$ cat src/rtl/uart_byte_receiver.sv
// uart_byte_receiver: oversampled asynchronous UART receiver feeding command_decoder.
// Default frame is 8N1. Defining UART_RX_PARITY_EN switches the frame to 8E1 and adds
// the PARITY state. Each bit is decided by a 2-of-3 majority vote taken around mid-bit.
// byte_ready is stretched to READY_HOLD cycles, because the decoder waits for it to fall
// between bytes.
module uart_byte_receiver #(
    parameter int CLKS_PER_TICK = 54,
    parameter int OVERSAMPLE    = 16,
    parameter int READY_HOLD    = 4,
    parameter int SYNC_STAGES   = 2
) (
    input  logic       clock,
    input  logic       reset_n,
    input  logic       rx,
    output logic [7:0] byte_out,
    output logic       byte_ready,
    output logic       frame_error,
    output logic       busy
);

    localparam int TW = (CLKS_PER_TICK > 1) ? $clog2(CLKS_PER_TICK) : 1;
    localparam int OW = $clog2(OVERSAMPLE);
    localparam int RW = $clog2(READY_HOLD + 1);

    localparam logic [TW-1:0] TICK_LAST = TW'(CLKS_PER_TICK - 1);
    localparam logic [OW-1:0] OS_LAST   = OW'(OVERSAMPLE - 1);
    localparam logic [OW-1:0] SMP_A     = OW'(OVERSAMPLE / 2 - 1);
    localparam logic [OW-1:0] SMP_B     = OW'(OVERSAMPLE / 2);
    localparam logic [OW-1:0] SMP_C     = OW'(OVERSAMPLE / 2 + 1);
    localparam logic [RW-1:0] HOLD_LOAD = RW'(READY_HOLD);

    typedef enum logic [2:0] {
        S_IDLE,
        S_START,
        S_DATA,
`ifdef UART_RX_PARITY_EN
        S_PARITY,
`endif
        S_STOP,
        S_BREAK
    } state_t;

    state_t state_q, state_d;

    logic [SYNC_STAGES-1:0] rx_sync_p0;
    logic                   rs;
    logic                   rs_p1;

    logic [TW-1:0] tick_cnt;
    logic [OW-1:0] os_cnt;
    logic [2:0]    bit_cnt;
    logic [RW-1:0] ready_cnt;

    logic [1:0] smp_q;
    logic [7:0] shift_q;

    logic tick;
    logic at_a;
    logic at_b;
    logic at_c;
    logic bit_end;
    logic maj;

    logic shift_en;
    logic load_byte;
    logic fe_set;

`ifdef UART_RX_PARITY_EN
    logic par_err_q;
`endif

    // Two-of-three vote over the samples taken around the middle of a bit.
    function automatic logic majority3(input logic a, input logic b, input logic c);
        return (a & b) | (a & c) | (b & c);
    endfunction

    assign rs      = rx_sync_p0[SYNC_STAGES-1];
    assign tick    = (tick_cnt == TICK_LAST);
    assign at_a    = tick && (os_cnt == SMP_A);
    assign at_b    = tick && (os_cnt == SMP_B);
    assign at_c    = tick && (os_cnt == SMP_C);
    assign bit_end = tick && (os_cnt == OS_LAST);
    // The third vote is the live sample at tick M+1, so the decision needs no extra cycle.
    assign maj     = majority3(smp_q[0], smp_q[1], rs);

    assign byte_ready = (ready_cnt != '0);
    assign busy       = (state_q != S_IDLE);

    // Stage p0: synchronise rx; p1: previous synchronised value for falling-edge detection.
    always_ff @(posedge clock or negedge reset_n) begin
        if (!reset_n) begin
            rx_sync_p0 <= '1;
            rs_p1      <= 1'b1;
        end else begin
            rx_sync_p0 <= {rx_sync_p0[SYNC_STAGES-2:0], rx};
            rs_p1      <= rs;
        end
    end

    // FSM state register.
    always_ff @(posedge clock or negedge reset_n) begin
        if (!reset_n) begin
            state_q <= S_IDLE;
        end else begin
            state_q <= state_d;
        end
    end

    // Next-state and per-cycle strobes.
    always_comb begin
        state_d   = state_q;
        shift_en  = 1'b0;
        load_byte = 1'b0;
        fe_set    = 1'b0;
        case (state_q)
            S_IDLE: begin
                if (rs_p1 && !rs) begin
                    state_d = S_START;
                end
            end
            S_START: begin
                if (at_c && maj) begin
                    state_d = S_IDLE;
                end else if (bit_end) begin
                    state_d = S_DATA;
                end
            end
            S_DATA: begin
                shift_en = at_c;
                if (bit_end && (bit_cnt == 3'd7)) begin
`ifdef UART_RX_PARITY_EN
                    state_d = S_PARITY;
`else
                    state_d = S_STOP;
`endif
                end
            end
`ifdef UART_RX_PARITY_EN
            S_PARITY: begin
                if (bit_end) begin
                    state_d = S_STOP;
                end
            end
`endif
            S_STOP: begin
                if (at_c) begin
`ifdef UART_RX_PARITY_EN
                    if (maj && !par_err_q) begin
`else
                    if (maj) begin
`endif
                        load_byte = 1'b1;
                        state_d   = S_IDLE;
                    end else begin
                        fe_set  = 1'b1;
                        state_d = S_BREAK;
                    end
                end
            end
            S_BREAK: begin
                // The bit timer only runs while the line is high, so bit_end means one
                // uninterrupted idle bit time has been seen.
                if (bit_end) begin
                    state_d = S_IDLE;
                end
            end
            default: state_d = S_IDLE;
        endcase
    end

    // Tick and oversample counters; parked at zero in IDLE and while BREAK sees the line low.
    always_ff @(posedge clock or negedge reset_n) begin
        if (!reset_n) begin
            tick_cnt <= '0;
            os_cnt   <= '0;
        end else if ((state_q == S_IDLE) || ((state_q == S_BREAK) && !rs)) begin
            tick_cnt <= '0;
            os_cnt   <= '0;
        end else if (tick) begin
            tick_cnt <= '0;
            os_cnt   <= (os_cnt == OS_LAST) ? '0 : os_cnt + OW'(1);
        end else begin
            tick_cnt <= tick_cnt + TW'(1);
        end
    end

    // Data bit index; wraps back to zero after bit 7.
    always_ff @(posedge clock or negedge reset_n) begin
        if (!reset_n) begin
            bit_cnt <= '0;
        end else if (state_q == S_IDLE) begin
            bit_cnt <= '0;
        end else if ((state_q == S_DATA) && bit_end) begin
            bit_cnt <= bit_cnt + 3'd1;
        end
    end

    // Mid-bit samples and the LSB-first shift register (pure datapath, no reset).
    always_ff @(posedge clock) begin
        if (at_a) begin
            smp_q[0] <= rs;
        end
        if (at_b) begin
            smp_q[1] <= rs;
        end
        if (shift_en) begin
            shift_q <= {maj, shift_q[7:1]};
        end
    end

`ifdef UART_RX_PARITY_EN
    // Even parity check over data plus parity bit; consumed by the STOP decision.
    always_ff @(posedge clock or negedge reset_n) begin
        if (!reset_n) begin
            par_err_q <= 1'b0;
        end else if ((state_q == S_PARITY) && at_c) begin
            par_err_q <= ^{shift_q, maj};
        end
    end
`endif

    // Output byte and error pulse; byte_out only changes on a good frame.
    always_ff @(posedge clock or negedge reset_n) begin
        if (!reset_n) begin
            byte_out    <= '0;
            frame_error <= 1'b0;
        end else begin
            frame_error <= fe_set;
            if (load_byte) begin
                byte_out <= shift_q;
            end
        end
    end

    // byte_ready stretch counter, independent of the FSM so the next start edge is not blocked.
    always_ff @(posedge clock or negedge reset_n) begin
        if (!reset_n) begin
            ready_cnt <= '0;
        end else if (load_byte) begin
            ready_cnt <= HOLD_LOAD;
        end else if (ready_cnt != '0) begin
            ready_cnt <= ready_cnt - RW'(1);
        end
    end

endmodule

$ cat config.mk
export PLATFORM = sky130hd
export DESIGN_NAME = uart_byte_receiver
export DESIGN_NICKNAME = d
export VERILOG_FILES = /design/src/rtl/uart_byte_receiver.sv
export SDC_FILE = /design/constraint.sdc
export NUM_CORES = 1
export LEC_CHECK = 0
export BUFFER_PORTS_ARGS = -buffer_cell sky130_fd_sc_hd__buf_2
export CORE_MARGIN = 10
export CORE_UTILIZATION = 50
export DETAILED_ROUTE_END_ITERATION = 16
export GPL_TIMING_DRIVEN = 0
export PLACE_DENSITY = 0.68
export SLEW_MARGIN = 20
export SYNTH_ARGS = -nofsm -noshare
export SYNTH_HDL_FRONTEND = slang
export SYNTH_SLANG_ARGS = --single-unit
$ cat constraint.sdc
create_clock -name clock -period 4.16 [get_ports clock]
set_input_delay 0.416 -clock clock [delete_from_list [all_inputs] [get_ports clock]]
set_output_delay 0.416 -clock clock [all_outputs]
set_load 0.1 [all_outputs]
==> impl_summary.md, run 1 <==
Worst setup path
The number of cells on the worst reg-to-reg path is 6. For this design, the slowest cell found on the critical path is nor2_1. For this run, the slowest stage of the critical path takes 0.53 ns.

The endpoint class of the critical path is a flip-flop. The critical path is of the flip-flop to flip-flop type. Walking the worst path, the cells encountered are inv_1 -> ha_1 -> nand4_4 -> and4bb_2 -> nand2_1 -> nor2_1. The setup slack of the most critical reg-to-reg path is 1.91 ns. The worst register-to-register path begins at tick_cnt[1]. The maximum net fanout on the critical path is 9. The endpoint of the most critical register-to-register path is shift_q[5]. The arrival time reported for the critical path endpoint is 2.17 ns. The worst setup path is launched from a flip-flop.

Data on the critical path is required at its endpoint by 4.08 ns.

Placed design
During placement, the flow inserted port buffers numbering 13. The half-perimeter wire length after placement is 2.61 mm. Routability-driven placement finished with a final weighted congestion of 0.854.

Detailed routing
For this run, design rule violations remaining after detail routing come to 0. For this block, the via count after detailed routing is 1,243. The number of design-rule violations left by the first detailed-router iteration is 58. Once detail routing completed, the nets flagged for antenna violations numbered 0. In the routed layout, each cell is associated on average with a via count of 5.50. The first-pass iteration count of the detailed router is 5.

Dividing the detail-routed wire length by the instance count gives 15.7 um. The total wire length is 3.56 mm.

Synth
Of the post-synthesis cell area, the dominant cell type holds 36.4%. The share of synthesized area occupied by flip-flops and latches is 56.1%. Synthesis produced a netlist with a net count of 169.

In this run, synthesis inferred 10 flip-flops with an integrated enable. In this run, synthesis produced a sequential element count of 41. The total number of yosys warnings is 0. Of all flip-flops after synthesis, the portion carrying an async set or reset was 75.6%. Sorting the synthesized cells by area gives the leading types as dfrtp_1 (36%), edfxtp_1 (16%), ha_1 (5.8%). The post-synthesis instance area is 1930 um2. The dominant synthesized flop cell is dfrtp_1. The cell count after synthesis is 157.

The leading cell type by number of instances after synthesis is dfrtp_1. Synthesis instantiated 44 different standard cells from the library. Ranked by instance count, the synthesized netlist is headed by dfrtp_1 (28), nand2_1 (14), nor2_1 (13). The average instance in the mapped netlist occupies 12.3 um2.

The post-synthesis cell type with the largest combined area is dfrtp_1.

STA
The max-slew violation count is 0. After layout, the worst path uses 54.0% of the clock period. The final hold slack is 0.154 ns.

Counting I/O delays and the setup requirement, the final critical path takes 2.25 ns. The aggregate negative setup slack is 0 ns. Setup repair after global routing left no endpoint under its margin.

The worst clock skew on the final layout is 0.00721 ns. The pin slew with the least headroom to its limit is 0.714 ns. The remaining max-slew budget at the tightest pin is 52.1%.

The number of hold violations in the final report is 0. Setup violations remaining at the end of the flow were counted as 0. For this run, the top clock speed supported by timing is 445 MHz.

Clock tree
Clock-pin slew was measured on the worst setup and hold paths at 0.08 ns. The clock sink count is 41. The total CTS buffers is 5. For the worst-skew pair, the clock arrives at the later sink with an insertion delay of 0.29 ns. The H-tree was split into 2 levels. The clock passes through at most 2 buffers. The hold-fix buffer count after cts is 0. The post-cts resize count is 0. The post-CTS setup repair buffer count is 0.

The TritonCTS clock tree is yes. The clock tree root buffer cell is clkbuf_8.

GRT
The overall track demand over capacity in global routing is 11.5%. The number of global-route vias before repair is 1,229. The total overflow reported by the global router is 0. The number of antenna violations at the first check in global routing was 0. The first global-routing pass estimated 5.95 mm of wire. Entering global routing, the biggest net connects 32 pins.

Floorplanning
The height of the die is 82.1 um. After floorplanning, the core was divided into 22 placement rows. The die covers 6730 um2.

The starting density of the core is 52.2%. The die is 82.1 um wide. The number of ports placed on the die boundary is 14. In this run the standard cell core region covers 3690 um2.

Worst hold path
The tightest min-delay check is of the input port to asynchronous set/reset pin type.

Finish
Of the cells placed in the final design, the portion with a size suffix greater than 1 is 24.7%. In the final design database the tool counted 189 nets. The signed area change from the synthesized netlist to the final layout is 12.5%. 0 antenna diodes ended up in the layout.

Power and ir drop
The analysis attributes to cell leakage a power of 0.992 nW. The power per standard cell area is 420 nW/um2. The largest vdd supply drop is 0.257 mV.

Flow run
Across the run, the number of max-cap violations was 0.

Outcome
The flow ran to the end, and the final reports show no timing, DRC or antenna violations.
[layout by cell type, fill, tap and decap left out, drive strengths merged, types with 2 or more instances in the layout]
cell type and instances:
and3 3, edfxtp 10, nand2 14, dfrtp 28
dfstp 3, nor3 3, nand3 10, mux2 8
a32o 2, nor2 13, a21oi 5, or2 2
a211oi 2, o221ai 2, ha 9, o21ai 4
xnor2 4, xor2 2, clkbuf 9, and2 2
buf 14, inv 10
[area by class of cell]
type / instances / area (um2)
Clock buffer: 7 / 86.3
Fill cell: 318 / 1520
Timing Repair Buffer: 13 / 65.1
Buffer: 3 / 18.8
Clock inverter: 1 / 30.0
Tap cell: 48 / 60.1
Sequential cell: 41 / 1080
Multi-Input combinational cell: 103 / 790
Inverter: 10 / 37.5
[critical path, delay by kind of cell (launching register included)]
family        cells  cell delay, ns
fa+ha+maj         1            0.21
buf+inv           1            0.06
flops             1            0.40
simple gates      4            1.18
[power by group]
part	internal, W	total [W]	switching, W
logic	0.0000397	0.000113	0.0000736
clock network	0.000195	0.000324	0.000129
registers	0.000438	0.000473	0.0000356
total	0.000673	0.000911	0.000238
[state kept, by name, summed over array words and instances (netlist names)]
name	flops
byte_out	8
bit_cnt	3
state_q	3
smp_q	2
ready_cnt	3
rs_p1	1
shift_q	8
os_cnt	4
rx_sync_p0	2
frame_error	1
tick_cnt	6
[per-stage QoR]
step / power (W) / utilization (%) / instance area (um2) / instances / setup WS, ns
finish: 0.000911 / 58.8 / 2170 / 226 / 1.91
global route: 0.000956 / 58.8 / 2170 / 226 / 1.79
detailed placement: 0.000596 / 55.6 / 2050 / 218 / 1.92
CTS: 0.000923 / 58.8 / 2170 / 226 / 1.91
floorplan: 0.000563 / - / 1930 / 157 / 2.22
global placement: 0.000589 / 55.6 / 2050 / 218 / 1.99
[cell families after synthesis]
| group | count (synthesis) | synth area share [%] |
|---|---|---|
| flip-flops | 41 | 56.1 |
| adder cells (fa/ha/maj) | 10 | 6.37 |
| AND/OR/NAND/NOR | 56 | 16.3 |
| XOR/XNOR | 6 | 2.73 |
| buffers and inverters | 13 | 2.92 |
| AO/OA/AOI/OAI | 22 | 9.03 |
| multiplexers | 9 | 6.56 |
[worst max path at each step]
stage / start / end / slack (ns) / cells past startpoint
2_1_floorplan: tick_cnt[1] / shift_q[0] / 2.22 / 6
3_3_place_gp: tick_cnt[1] / shift_q[0] / 1.99 / 6
3_5_place_dp: tick_cnt[1] / shift_q[1] / 1.92 / 6
4_1_cts: tick_cnt[1] / shift_q[5] / 1.91 / 6
5_1_grt: tick_cnt[1] / shift_q[6] / 1.79 / 6
6_report: tick_cnt[1] / shift_q[5] / 1.91 / 6
[per-layer routing]
layer	GRT usage, %	routed length, um	vias to the layer above	share of wire (%)
li1	-	-	597	-
met1	13.8	1560	606	44
met2	18.4	1750	33	49
met3	3.49	191	7	5.4
met4	5.61	59	0	1.7
met5	0	0	-	0
Power figures use the tool's default switching activity.
==> run 2, diff against run 1 <==
==> constraint.sdc (replaced) <==
create_clock -name clock -period 2.3 [get_ports clock]
set_input_delay 0.23 -clock clock [delete_from_list [all_inputs] [get_ports clock]]
set_output_delay 0.23 -clock clock [all_outputs]
set_load 0.1 [all_outputs]
==> impl_summary.md, run 2 (synthesis gave the netlist of run 1 again) <==
Floorplanning
The core outline area came to 3690 um2 (unchanged). The number of ports placed on the die boundary came to 14 (unchanged). The height of the die was 82.1 um (unchanged). The floorplan row count is 22 (unchanged).

The chip width was 82.1 um (unchanged). The area of the die came to 6730 um2 (unchanged). The starting density of the core is 52.2% (unchanged).

Finish
Relative to the synthesized area, the layout overhead comes to 13.2%. The largest registers in the layout are byte_out x8, shift_q x8, tick_cnt x6. The count of fill cells added during filler insertion is 316 (-0.63%).

Leaving out fill and tap cells, the most frequent cell in the layout is dfrtp_1. The library cells used most frequently in the layout, excluding fill and tap cells, are dfrtp_1 (28), nand2_1 (14), buf_2 (13), nor2_1 (12). The fraction of final layout cells with drive strength greater than 1 is 25.1% (+0.42 points). The count of inserted antenna diode cells is 0 (unchanged). The final design area excluding fillers is 2180 um2 (+0.58%).

The net count of the finished layout is 190 (+0.53%).

Clock tree
The level count of the clock H-tree is 2 (unchanged). The total CTS buffers is 5 (unchanged). The TritonCTS clock tree is yes. The clock tree root buffer cell is clkbuf_8. The clock sink count is 41 (unchanged). The maximum number of buffers from clock root to sink is 2 (unchanged). The clock latency at the later pin of the worst-skew pair came to 0.29 ns (about the same).

The post-CTS setup repair buffer count is 0 (unchanged). The clock-pin slew on the worst setup and hold paths came to 0.08 ns (about the same).

Worst setup path
The arrival time reported for the critical path endpoint was 2.26 ns (+0.09 ns). STA classifies the critical path startpoint as a flip-flop. The maximum net fanout on the critical path is 10 (+1).

The critical path is of the flip-flop to flip-flop type. The endpoint class of the critical path is a flip-flop. The endpoint required time on the critical path is 2.47 ns (-1.61 ns).

GRT
The overall track demand over capacity in global routing is 11.5% (+0.023 points). The number of global-route vias before repair was 1,234 (+0.41%). The total overflow reported by the global router is 0 (unchanged). The number of antenna violations at the first check in global routing is 0 (unchanged). The global-route wire length before repair was 5.97 mm (+0.24%). The maximum number of pins on one net before global-route repair came to 32 (unchanged).

Detailed routing
The total wire length is 3.54 mm (-0.37%). The number of vias per cell is 5.42 (-1.4%). The residual antenna-violating net count after detailed routing is 0 (unchanged). The number of design rule violations left after detail routing came to 0 (unchanged). The number of design-rule violations left by the first detailed-router iteration is 59 (+1.7%). The total via count after detailed routing is 1,231 (-0.97%).

The routed wire length per instance is 15.6 um (-0.80%). The first-pass iteration count of the detailed router was 4 (-1).

Placed design
The count of input and output buffers is 13 (unchanged). The final RePlAce weighted congestion is 0.854 (unchanged). The area of placed instances is 2050 um2 (unchanged).

The half-perimeter wire length after placement is 2.61 mm (unchanged).

Flow run
The max capacitance violation total is 0 (unchanged).

Power and ir drop
The combinational share of power is 12.6% (+0.2 points). The clock share of power is 35.5% (about the same). The reported leakage power is 0.996 nW (+0.41%). The net switching component of the power is 0.000432 W (+82%). The internal power of the cells is 0.00122 W (+81%). The power per standard cell area is 757 nW/um2 (+80%). The fraction of power spent switching nets is 26.2% (+0.050 points). The part of the power in registers is 51.9% (about the same). The largest vdd supply drop is 0.468 mV (+82%).

Worst hold path
The worst hold path class is input port to flip-flop.

STA
The worst clock skew on the final layout is 0.00725 ns (+0.0000388 ns). The aggregate negative setup slack is 0 ns (unchanged). The pin slew with the least headroom to its limit came to 0.711 ns (-0.00354 ns). The number of setup violations in the final report was 0 (unchanged).

The share of the clock period used by the worst path is 90.6% (+37 points). The number of hold violations in the final report is 0 (unchanged). Setup repair after global routing left no endpoint under its margin. The clock period minus worst slack was 2.08 ns (-0.164 ns). The remaining max-slew budget at the tightest pin is 52.3% (+0.24 points). The final hold slack came to 0.0298 ns (-0.124 ns). The fmax is 480 MHz (+7.9%). The max-slew violation count is 0 (unchanged).

Outcome
The flow ran to the end, and the final reports show no timing, DRC or antenna violations.
run 2: cell types whose count changed in the layout (fill, tap and decap cells not counted), sizes merged:
cell | previous run | this run
dlygate4sd3 | 0 | 1
run 2: area by class of cell:
| class | count | area (um2) | share of cell area, % |
|---|---|---|---|
| well taps | 48 | 60.1 | 2.76 |
| repair buffers | 14 | 75.1 | 3.44 |
| clock buffers | 7 | 86.3 | 3.96 |
| clock inverters | 1 | 30.0 | 1.38 |
| flip-flops and latches | 41 | 1080 | 49.5 |
| plain buffers | 3 | 18.8 | 0.861 |
| multi-input cells | 103 | 792 | 36.3 |
| inverters | 10 | 37.5 | 1.72 |
run 2: metal layers:
layer / vias up / wire length (um) / track usage [%]
met2: 23 / 1740 / 18.4
li1: 602 / - / -
met4: 0 / 57 / 5.61
met3: 5 / 172 / 3.49
met1: 601 / 1580 / 13.9
met5: - / 0 / 0
run 2: timing repair:
item	4_1_cts	5_1_grt
gates resized for setup	0	1
hold buffers	1	0
setup endpoints to repair	0	8
endpoints found under the hold margin	28	0
run 2: worst paths after layout:
check / from / end / slack [ns] / cells after the start
max: rx_sync_p0[1] / byte_out[5] / 0.22 / 5
min: rx / rx_sync_p0[0] / 0.03 / 1
max reg2reg: rx_sync_p0[1] / byte_out[5] / 0.22 / 5
min reg2reg: rx_sync_p0[0] / rx_sync_p0[1] / 0.36 / 0
max in group asynchronous: reset_n / os_cnt[0] / 1.35 / 2
min in group asynchronous: reset_n / ready_cnt[2] / 0.50 / 2
run 2: critical path: stages, from the launching register on:
cell	delay [ns]
dfstp_2	0.59
maj3_1	0.30
nand3_1	0.18
or3b_4	0.42
buf_6	0.16
mux2_4	0.30
run 2: stage by stage:
step / std cells / utilization [%] / total power, W / worst slack (ns)
after floorplan: 157 / - / 0.00102 / 0.359
final: 227 / 59.1 / 0.00165 / 0.217
after global placement: 218 / 55.6 / 0.00107 / 0.126
after CTS: 227 / 59.0 / 0.00167 / 0.0474
after detailed placement: 218 / 55.6 / 0.00108 / 0.0553
after global routing: 227 / 59.1 / 0.00173 / 0.0531
run 2: power groups by stage:
stage               clock network (W)  registers [W]  logic [W]
finish                       0.000586       0.000856   0.000207
global placement                    0       0.000865   0.000200
CTS                          0.000604       0.000856   0.000210
floorplan                           0       0.000856   0.000163
detailed placement                  0       0.000869   0.000209
global route                 0.000630       0.000864   0.000236
==> run 3, diff against run 2 <==
--- a/config.mk
+++ b/config.mk
@@ -10,7 +10,7 @@
 export CORE_UTILIZATION = 50
 export DETAILED_ROUTE_END_ITERATION = 16
 export GPL_TIMING_DRIVEN = 0
-export PLACE_DENSITY = 0.68
+export PLACE_DENSITY = 0.71
 export SLEW_MARGIN = 20
 export SYNTH_ARGS = -nofsm -noshare
 export SYNTH_HDL_FRONTEND = slang
==> constraint.sdc (replaced) <==
create_clock -name clock -period 1.8 [get_ports clock]
set_input_delay 0.18 -clock clock [delete_from_list [all_inputs] [get_ports clock]]
set_output_delay 0.18 -clock clock [all_outputs]
set_load 0.1 [all_outputs]
==> impl_summary.md, run 3 (synthesis gave the netlist of run 1 again) <==
GRT
The number of global-route vias before repair was 1,318 (+6.8%). The total overflow reported by the global router was 0 (unchanged). The overall track demand over capacity in global routing is 11.6% (+0.096 points). The number of antenna violations at the first check in global routing is 0 (unchanged).

The global-route wire length before repair is 6.02 mm (+0.92%). The maximum number of pins on one net before global-route repair is 32 (unchanged).

Worst setup path
The startpoint type of the worst setup path is a flip-flop. The sum of buffers and inverters on the critical path is 2 (+1). The worst setup path is captured at a flip-flop. The cell with the biggest individual delay on the critical path is or3b_4.

Traced cell by cell, the critical path runs through inv_2 -> ha_4 -> nand4_4 -> nor3_4 -> or3b_4 -> buf_8 -> mux2_4. The endpoint required time on the critical path is 1.99 ns (-0.48 ns). The cell family with the largest share of critical-path delay is simple AND/OR/NAND/NOR gates.

The maximum net fanout on the critical path is 9 (-1). The arrival time reported for the critical path endpoint is 2.05 ns (-0.21 ns). The category of the critical setup timing path is flip-flop to flip-flop. The biggest cell delay along the critical path is 0.42 ns (-0.17 ns).

Clock tree
CTS placed an instance of clkbuf_8 at the clock tree root. The clock-pin slew on the worst setup and hold paths was 0.08 ns (about the same). The maximum number of buffers from clock root to sink was 2 (unchanged).

The total CTS buffers is 5 (unchanged). The TritonCTS clock tree is yes. The clock latency at the later pin of the worst-skew pair is 0.30 ns (about the same). The clock sink count was 41 (unchanged).

The level count of the clock H-tree is 2 (unchanged).

Power and ir drop
The power per standard cell area is 889 nW/um2 (+17%). The combinational share of power is 17.3% (+4.7 points). The reported leakage power came to 1.04 nW (+4.4%). The net switching component of the power is 0.000611 W (+42%). The clock share of power is 29.1% (-6.4 points).

The internal power of the cells came to 0.00143 W (+17%). The fraction of power spent switching nets is 30.0% (+3.8 points). The part of the power in registers is 53.6% (+1.7 points). The largest vdd supply drop is 0.548 mV (+17%).

STA
The worst clock skew on the final layout is 0.00399 ns (-0.00326 ns). Setup repair after global routing could not meet its margin everywhere. The max-slew violation count is 0 (unchanged). The pin slew with the least headroom to its limit is 0.668 ns (-0.0422 ns). The clock period minus worst slack is 1.87 ns (-0.214 ns).

The remaining max-slew budget at the tightest pin is 55.4% (+3.1 points). The number of setup violations in the final report is 11 (+11). The number of hold violations in the final report is 0 (unchanged). The share of the clock period used by the worst path is 104% (+13 points). The slack of the critical path is -0.0687 ns (-0.286 ns). The fmax is 535 MHz (+11%).

Detailed routing
The number of design-rule violations left by the first detailed-router iteration is 60 (+1.7%). The total wire length is 3.58 mm (+0.87%). The number of vias per cell was 5.42 (about the same).

The number of design rule violations left after detail routing came to 0 (unchanged). The total via count after detailed routing is 1,291 (+4.9%). The first-pass iteration count of the detailed router was 4 (unchanged). The residual antenna-violating net count after detailed routing is 0 (unchanged). The routed wire length per instance is 15.0 um (-3.8%).

Floorplanning
The core outline area is 3690 um2 (unchanged). The chip width came to 82.1 um (unchanged). The floorplan row count is 22 (unchanged). The area of the die is 6730 um2 (unchanged). The starting density of the core is 52.2% (unchanged). The number of ports placed on the die boundary is 14 (unchanged). The height of the die is 82.1 um (unchanged).

Finish
The count of inserted antenna diode cells was 0 (unchanged). The largest registers in the layout are byte_out x8, shift_q x8, tick_cnt x6. Leaving out fill and tap cells, the most frequent cell in the layout is dfrtp_1. The library cells used most frequently in the layout, excluding fill and tap cells, are dfrtp_1 (27), nand2_1 (14), buf_2 (13), nor2_1 (11). Relative to the synthesized area, the layout overhead comes to 19.0%. The share of the core filled with cells in the final layout came to 62.1% (+3.0 points). The net count of the finished layout is 201 (+5.8%). The fraction of final layout cells with drive strength greater than 1 is 35.3% (+10 points).

Outcome
The final reports fail on negative setup slack. The run finished, with violations left.

Placed design
The count of input and output buffers was 13 (unchanged). The final RePlAce weighted congestion is 0.890 (+4.2%). The half-perimeter wire length after placement is 2.51 mm (-3.7%).

The setup slack at placement came to -0.252 ns (-0.307 ns).

Flow run
The max capacitance violation total came to 0 (unchanged).

Worst hold path
The worst hold path class is flip-flop to flip-flop.
## run 3: cell types whose count changed in the layout (fill, tap and decap cells not counted), moves of 2 or more
cell,previous run,this run
clkbuf_1,3,1
nand3_2,0,2
nand3_1,10,8
buf_4,0,10
clkinv_2,0,2
## run 3: routing by layer
layer | track usage, % | up-vias | part of all wire (%)
li1 | - | 627 | -
met1 | 13.0 | 638 | 42
met2 | 19.5 | 21 | 51
met3 | 4.80 | 5 | 5.6
met4 | 4.25 | 0 | 1.4
met5 | 0 | - | 0
## run 3: area by class of cell
cell class,count,area [um2]
multi-input cells,103,842
fillers,296,1400
plain buffers,3,23.8
clock inverters,3,17.5
repair buffers,25,160
inverters,10,37.5
flip-flops and latches,41,1080
well taps,48,60.1
clock buffers,5,68.8
## run 3: worst register-to-register path, cell delays in order (launching register included)
cell and delay [ns]:
dfrtp_1 0.39, inv_2 0.07, ha_4 0.14, nand4_4 0.13
nor3_4 0.16, or3b_4 0.42, buf_8 0.16, mux2_4 0.30
## run 3: timing repair
| item | in CTS | in global routing |
|---|---|---|
| gates resized for setup | 7 | 6 |
| setup buffers | 9 | 1 |
| endpoints found under the setup margin | 24 | 27 |
| pin swaps | 2 | 1 |
| endpoints found under the hold margin | 29 | 0 |
| hold buffers | 2 | 0 |
## run 3: power groups by stage
| stage | clock network [W] | logic [W] | registers [W] |
|---|---|---|---|
| 2_1_floorplan | 0 | 0.000212 | 0.00109 |
| 3_3_place_gp | 0 | 0.000260 | 0.00111 |
| 3_5_place_dp | 0 | 0.000275 | 0.00111 |
| 4_1_cts | 0.000605 | 0.000352 | 0.00109 |
| 5_1_grt | 0.000652 | 0.000393 | 0.00110 |
| 6_report | 0.000593 | 0.000353 | 0.00109 |
## run 3: worst paths after layout
kind,start,endpoint,slack (ns),cells after the start
min in group asynchronous,reset_n,ready_cnt[0],0.44,2
hold reg to reg,rx_sync_p0[0],rx_sync_p0[1],0.36,0
setup reg to reg,tick_cnt[1],byte_out[5],-0.07,7
setup / recovery,tick_cnt[1],byte_out[5],-0.07,7
hold / removal,rx_sync_p0[0],rx_sync_p0[1],0.36,0
max in group asynchronous,reset_n,state_q[1],0.88,2
## run 3: through the flow
step / area [um2] / hold WS [ns] / TNS, ns / std cells / power [W]
3_5_place_dp: 2060 / 0.261 / -4.42 / 218 / 0.00139
3_3_place_gp: 2060 / 0.252 / -2.84 / 218 / 0.00137
2_1_floorplan: 1930 / -0.116 / -0.521 / 157 / 0.00131
6_report: 2290 / 0.356 / -0.478 / 238 / 0.00204
5_1_grt: 2290 / 0.364 / -1.74 / 238 / 0.00215
4_1_cts: 2270 / 0.357 / -0.820 / 237 / 0.00204
